### src/rtl/mem_string_reader.sv
// Memory-side string reader: fetches packed ASCII words from the data memory
// port and streams them one byte at a time over a valid/ready link.
module mem_string_reader #(
    parameter int DESCEND = 1,
    parameter int MAX_LEN = 64,
    parameter int COUNT_W = 8
) (
    input  logic               clk,
    input  logic               rst_n,
    input  logic               start,
    input  logic [9:0]         start_addr,
    input  logic               abort,
    output logic [9:0]         mem_addr,
    output logic               mem_read,
    output logic               mem_write,
    output logic [1:0]         mem_data_type,
    input  logic [31:0]        mem_rdata,
    output logic [7:0]         tx_data,
    output logic               tx_valid,
    input  logic               tx_ready,
    output logic               busy,
    output logic               done,
    output logic [COUNT_W-1:0] byte_count
);

    typedef enum logic [2:0] {
        S_IDLE,
        S_REQ,
        S_CAPT,
        S_EMIT,
        S_DONE
    } state_t;

    localparam logic [COUNT_W-1:0] MAX_CNT   = COUNT_W'(MAX_LEN);
    localparam logic [COUNT_W-1:0] LAST_CNT  = COUNT_W'(MAX_LEN - 1);
    localparam logic [9:0]         WORD_STEP = 10'd4;

    state_t      state;
    state_t      state_nxt;
    logic [31:0] word_buf;
    logic [1:0]  idx;
    logic [1:0]  byte_pos;
    logic [7:0]  cur_byte;
    logic        count_full;
    logic        last_byte;
    logic        handshake;

    // Byte lane inside the buffered word; descending strings read MSB first.
    assign byte_pos   = (DESCEND != 0) ? (2'd3 - idx) : idx;
    assign cur_byte   = word_buf[{byte_pos, 3'b000} +: 8];
    assign count_full = (byte_count >= MAX_CNT);
    assign last_byte  = (byte_count == LAST_CNT);

    assign tx_data       = cur_byte;
    assign tx_valid      = (state == S_EMIT) && (cur_byte != 8'h00) && !count_full;
    assign handshake     = tx_valid && tx_ready;
    assign mem_read      = (state == S_REQ);
    assign mem_write     = 1'b0;
    assign mem_data_type = 2'd0;
    assign busy          = (state != S_IDLE);
    assign done          = (state == S_DONE);

    // NOTE: state registers use non-blocking assignments so every flop
    // samples the pre-edge values of its neighbours.
    always_ff @(posedge clk or negedge rst_n) begin
        if (!rst_n) begin
            state <= S_IDLE;
        end else begin
            state <= state_nxt;
        end
    end

    // NOTE: state_nxt gets its default before the case so no path can leave
    // it unassigned and infer a latch.
    always_comb begin
        state_nxt = state;
        case (state)
            S_IDLE: begin
                if (start) state_nxt = S_REQ;
            end
            S_REQ: begin
                state_nxt = abort ? S_DONE : S_CAPT;
            end
            S_CAPT: begin
                state_nxt = abort ? S_DONE : S_EMIT;
            end
            S_EMIT: begin
                if (abort || (cur_byte == 8'h00) || count_full) begin
                    state_nxt = S_DONE;
                end else if (handshake) begin
                    // Stopping on the final allowed byte avoids fetching a word
                    // that could never be emitted.
                    if (last_byte)     state_nxt = S_DONE;
                    else if (idx == 2'd3) state_nxt = S_REQ;
                end
            end
            S_DONE: begin
                state_nxt = S_IDLE;
            end
            default: begin
                state_nxt = S_IDLE;
            end
        endcase
    end

    // NOTE: the word buffer is reset along with the control state so tx_data
    // reads a known zero immediately after reset.
    always_ff @(posedge clk or negedge rst_n) begin
        if (!rst_n) begin
            mem_addr   <= 10'd0;
            word_buf   <= 32'd0;
            idx        <= 2'd0;
            byte_count <= '0;
        end else begin
            case (state)
                S_IDLE: begin
                    if (start) begin
                        mem_addr   <= start_addr & 10'h3FC;
                        byte_count <= '0;
                        idx        <= 2'd0;
                    end
                end
                S_REQ: begin
                    // Memory drives the word on the negedge inside REQ.
                    word_buf <= mem_rdata;
                end
                S_EMIT: begin
                    if (handshake) begin
                        byte_count <= byte_count + COUNT_W'(1);
                        if (idx == 2'd3) begin
                            idx      <= 2'd0;
                            mem_addr <= (DESCEND != 0) ? (mem_addr - WORD_STEP)
                                                       : (mem_addr + WORD_STEP);
                        end else begin
                            idx <= idx + 2'd1;
                        end
                    end
                end
                default: begin
                end
            endcase
        end
    end

endmodule
### config.mk
export PLATFORM = sky130hd
export DESIGN_NAME = mem_string_reader
export DESIGN_NICKNAME = d
export VERILOG_FILES = /design/src/rtl/mem_string_reader.sv
export SDC_FILE = /design/constraint.sdc
export NUM_CORES = 1
export LEC_CHECK = 0
export BUFFER_PORTS_ARGS = -buffer_cell sky130_fd_sc_hd__clkbuf_2
export CORE_MARGIN = 4
export CORE_UTILIZATION = 52
export DETAILED_ROUTE_END_ITERATION = 8
export PLACE_DENSITY = 0.92
export SLEW_MARGIN = 20
export SYNTH_ARGS = -nofsm -noshare
export SYNTH_HDL_FRONTEND = slang
export SYNTH_SLANG_ARGS = --single-unit
### constraint.sdc
create_clock -name clk -period 2.8 [get_ports clk]
set_clock_uncertainty 0.2 [all_clocks]
set_input_delay 0.42 -clock clk [delete_from_list [all_inputs] [get_ports clk]]
set_output_delay 0.42 -clock clk [all_outputs]
set_load 0.02 [all_outputs]
==> load_flow_metrics.sql <==
INSERT INTO impl_metrics (metric_group, metric, value, unit) VALUES
('clocking', 'clk_path_buf_depth', '2', ''),
('hold_path', 'worst_hold_path.num_cells', '2', ''),
('final_layout', 'multi_input_area', '1333', 'µm²'),
('place', 'dpl_cell_area', '3187', 'µm²'),
('global_routing', 'grt_util_met1', '0.2728', ''),
('final_layout', 'layoutNonFillerInstCount', '382', ''),
('drt', 'drt_iter0_drc', '172', ''),
('drt', 'drt-pass1-iter-count', '4', ''),
('clocking', 'cts-buffers-inserted', '5', ''),
('logic_synthesis', 'synth_sequential_area_ratio', '0.4836', ''),
('floorplan', 'core_area', '5107', 'µm²'),
('floorplan', 'die_width', '80.63', 'µm'),
('final_layout', 'fraction_of_layout_cells_with_a_size_suffix_above_1', '0.4679', ''),
('worst_setup_path', 'path_common_cell', 'sky130_fd_sc_hd__buf_6', ''),
('logic_synthesis', 'yosys_register_bits', '53', ''),
('floorplan', 'std_cell_rows', '26', ''),
('global_routing', 'vias_in_the_first_global_route', '2233', ''),
('status', 'status', 'finished with violations', ''),
('worst_setup_path', 'cp.depth', '7', ''),
('worst_setup_path', 'cp-end-kind', 'output pin', ''),
('logic_synthesis', 'synth_area_leaders', 'sky130_fd_sc_hd__dfrtp_1, sky130_fd_sc_hd__mux2_2, sky130_fd_sc_hd__mux4_2', ''),
('worst_setup_path', 'cp_top_family', 'multiplexers', ''),
('drt', 'vias', '2258', ''),
('global_routing', 'grt_pass1_wl', '10.81', 'mm'),
('logic_synthesis', 'postSynthCellCount', '228', ''),
('place', 'place_hpwl', '4.860', 'mm'),
('logic_synthesis', 'largest_area_contributor_in_the_synthesized_netlist', 'sky130_fd_sc_hd__dfrtp_1', ''),
('sta', 'maxClockFrequency', '352.3', 'MHz'),
('worst_setup_path', 'crit_path_top_delay_cell', 'sky130_fd_sc_hd__mux4_2', ''),
('logic_synthesis', 'syn-mean-instance-area', '12.03', 'µm²'),
('sta', 'final_worst_path_setup_slack', '-38.46', 'ps'),
('flow_run', 'drv_cap', '0', ''),
('drt', 'post_drt_via_cell_ratio', '5.911', ''),
('clocking', 'cts.root.buffer_cell', 'sky130_fd_sc_hd__clkbuf_8', ''),
('global_routing', 'grt_max_degree', '37', ''),
('worst_setup_path', 'critPathMaxFanout', '3', ''),
('global_routing', 'globalRoute.totalOverflow', '0', ''),
('final_layout', 'num-nets-final', '362', ''),
('sta', 'unrepaired_setup_endpoints_after_global_routing', 'true', ''),
('sta', 'final.min_clock_period', '2838', 'ps'),
('pwr', 'powerDensity', '1056', 'nW/µm²'),
('place', 'placement.io_buffers', '72', ''),
('hold_path', 'min-delay-path-class', 'input port to register', ''),
('sta', 'setup_violations', '1', ''),
('clocking', 'cts.htree.levels', '2', ''),
('clocking', 'worst_skew_pair.late_latency', '310', 'ps'),
('global_routing', 'grt_util_met2', '0.3709', ''),
('global_routing', 'grt_antenna_before_repair', '0', ''),
('worst_setup_path', 'worst_reg_to_reg_setup_slack', '60', 'ps'),
('worst_setup_path', 'worst_path_largest_cell_delay', '540', 'ps'),
('pwr', 'p_leak', '1.546', 'nW'),
('sta', 'relSlewSlack', '0.6420', ''),
('place', 'numPlacedInstances', '368', ''),
('pwr', 'power.ir.vdd_worst', '0.5229', 'mV'),
('worst_setup_path', 'cp_data_arrival_time', '2220', 'ps'),
('sta', 'fin_max_slew_vios', '0', ''),
('worst_setup_path', 'timing.critical_path.required', '2180', 'ps'),
('worst_setup_path', 'crit_type', 'register to output pin', ''),
('global_routing', 'use_met3', '0.05045', ''),
('place', 'routability_driven_placement_congestion_ratio', '0.8558', ''),
('worst_setup_path', 'crit_buf_inv', '3', ''),
('global_routing', 'groute.usage.overall', '0.2191', ''),
('final_layout', 'final-seq-area', '1326', 'µm²'),
('logic_synthesis', 'synth_largest_type_area_fraction', '0.4836', ''),
('clocking', 'clkTransAtPathRegs', '100', 'ps'),
('worst_setup_path', 'timing.critical_path.from', 'idx[0]', ''),
('sta', 'layout_worst_path_cycle_share', '1.014', ''),
('status', 'violations', 'setup timing', ''),
('logic_synthesis', 'post_synth_design_cell_area', '2743', 'µm²'),
('drt', 'route.final.wire_length', '6.716', 'mm'),
('clocking', 'numClockSinks', '53', '');
## repair_timing
| action | 4_1_cts | 5_1_grt |
|---|---|---|
| setup buffers | 3 | 3 |
| gates resized for setup | 0 | 9 |
| hold buffers | 1 | 0 |
| setup endpoints to repair | 1 | 1 |
| endpoints found under the hold margin | 17 | 0 |
| pin swaps | 2 | 3 |
## layer usage
metal  wire [µm]  part of all wire  up-vias
li1            -                 -     1028
met1        2693              0.40     1130
met2        3417              0.51       83
met3         413             0.061       17
met4         191             0.028        0
met5           0                 0        -
## area by class of cell
cell class                 count  share of cell area
timing repair buffer          88              0.1504
inverter                       4            0.004446
clock buffer                   5             0.02038
multi-input combinational    160              0.3946
clock inverter                 2             0.01149
tap                           70             0.02594
sequential                    53              0.3927
## cells in the mapped netlist, drive strengths merged
cell type / instances
a22o: 3
a211o: 2
o311ai: 1
inv: 4
a221oi: 3
a21oi: 7
nand3: 10
nor2: 13
o21ai: 9
or2: 2
buf: 7
mux4: 8
nand2: 15
o211ai: 7
o32ai: 1
clkbuf: 8
a21boi: 2
dfrtp: 53
nand4: 2
a2111oi: 2
or4: 2
o221ai: 1
conb: 1
nor3b: 2
a211oi: 1
a22oi: 2
a32o: 1
or3b: 1
and3: 3
mux2: 34
a21o: 1
and2: 3
nor3: 9
ha: 3
o22a: 1
nor4: 4
## cell usage in the layout, fill, tap and decap left out, types with 2 or more instances in the layout
cell / instances
sky130_fd_sc_hd__nand4_1: 2
sky130_fd_sc_hd__ha_1: 3
sky130_fd_sc_hd__mux2_2: 33
sky130_fd_sc_hd__dfrtp_1: 53
sky130_fd_sc_hd__buf_4: 10
sky130_fd_sc_hd__and3_1: 3
sky130_fd_sc_hd__or2_1: 2
sky130_fd_sc_hd__o211ai_1: 7
sky130_fd_sc_hd__conb_1: 5
sky130_fd_sc_hd__a21oi_1: 6
sky130_fd_sc_hd__clkbuf_8: 5
sky130_fd_sc_hd__o21ai_1: 2
sky130_fd_sc_hd__nor3_1: 9
sky130_fd_sc_hd__and2_1: 3
sky130_fd_sc_hd__a22oi_1: 2
sky130_fd_sc_hd__clkbuf_2: 71
sky130_fd_sc_hd__or4_1: 2
sky130_fd_sc_hd__nor4_4: 2
sky130_fd_sc_hd__inv_1: 4
sky130_fd_sc_hd__a2111oi_0: 2
sky130_fd_sc_hd__buf_6: 6
sky130_fd_sc_hd__nand2_1: 15
sky130_fd_sc_hd__nor2_1: 12
sky130_fd_sc_hd__o21ai_0: 6
sky130_fd_sc_hd__mux4_2: 8
sky130_fd_sc_hd__nand3_1: 10
sky130_fd_sc_hd__nor4_1: 2
sky130_fd_sc_hd__a221oi_2: 3
sky130_fd_sc_hd__a22o_1: 3
## power breakdown
part	internal, W	switching [W]	leakage, nW	total [W]
sequential	0.00110	0.000253	0.647	0.00135
combinational	0.000804	0.000885	0.844	0.00169
clock	0.000265	0.000262	0.0546	0.000527
total	0.00217	0.00140	1.55	0.00357
## logic make-up (layout without fill, tap and decap cells)
kind of cell / after synthesis / count (layout) / share of synthesized area
AND/OR/NAND/NOR: 66 / 66 / 0.1300
flip-flops: 53 / 53 / 0.4836
AO/OA/AOI/OAI: 44 / 44 / 0.1259
multiplexers: 42 / 42 / 0.2067
buffers and inverters: 19 / 99 / 0.03878
adder cells (fa/ha/maj): 3 / 3 / 0.01369
other: 1 / 5 / 0.001367
## state kept, by name (all words and copies together), names as in the netlist
name and flops:
word_buf 32, byte_count 8, mem_addr 8, state 3, idx 2
## worst reg2reg max path, stage by stage (launching register included)
cell and delay (ps):
sky130_fd_sc_hd__dfrtp_1 410, sky130_fd_sc_hd__buf_6 120, sky130_fd_sc_hd__buf_6 100, sky130_fd_sc_hd__mux4_2 540
sky130_fd_sc_hd__nor4_4 370, sky130_fd_sc_hd__a211o_4 200, sky130_fd_sc_hd__buf_4 110, sky130_fd_sc_hd__buf_6 140
sky130_fd_sc_hd__o21ai_2 130, sky130_fd_sc_hd__mux2_4 320
## stage by stage
stage	setup TNS (ps)	hold WS (ps)	worst slack, ps	total power [W]	util
after detailed placement	0	177.1	158.3	0.003006	0.6240
final	-38.46	112.5	-38.46	0.003566	0.6612
after global placement	0	170.4	196.5	0.002909	0.6240
after global routing	-111.6	103.9	-93.70	0.003779	0.6612
after CTS	0	107.8	12.79	0.003543	0.6514
after floorplan	0	-75.59	270.5	0.002512	-
## final timing paths
kind,to
setup / recovery,tx_valid
hold / removal,state[1]
setup reg to reg,mem_addr[3]
hold reg to reg,word_buf[21]
max in group asynchronous,byte_count[6]
min in group asynchronous,word_buf[30]
No activity file was read; power rests on OpenSTA's default activity.
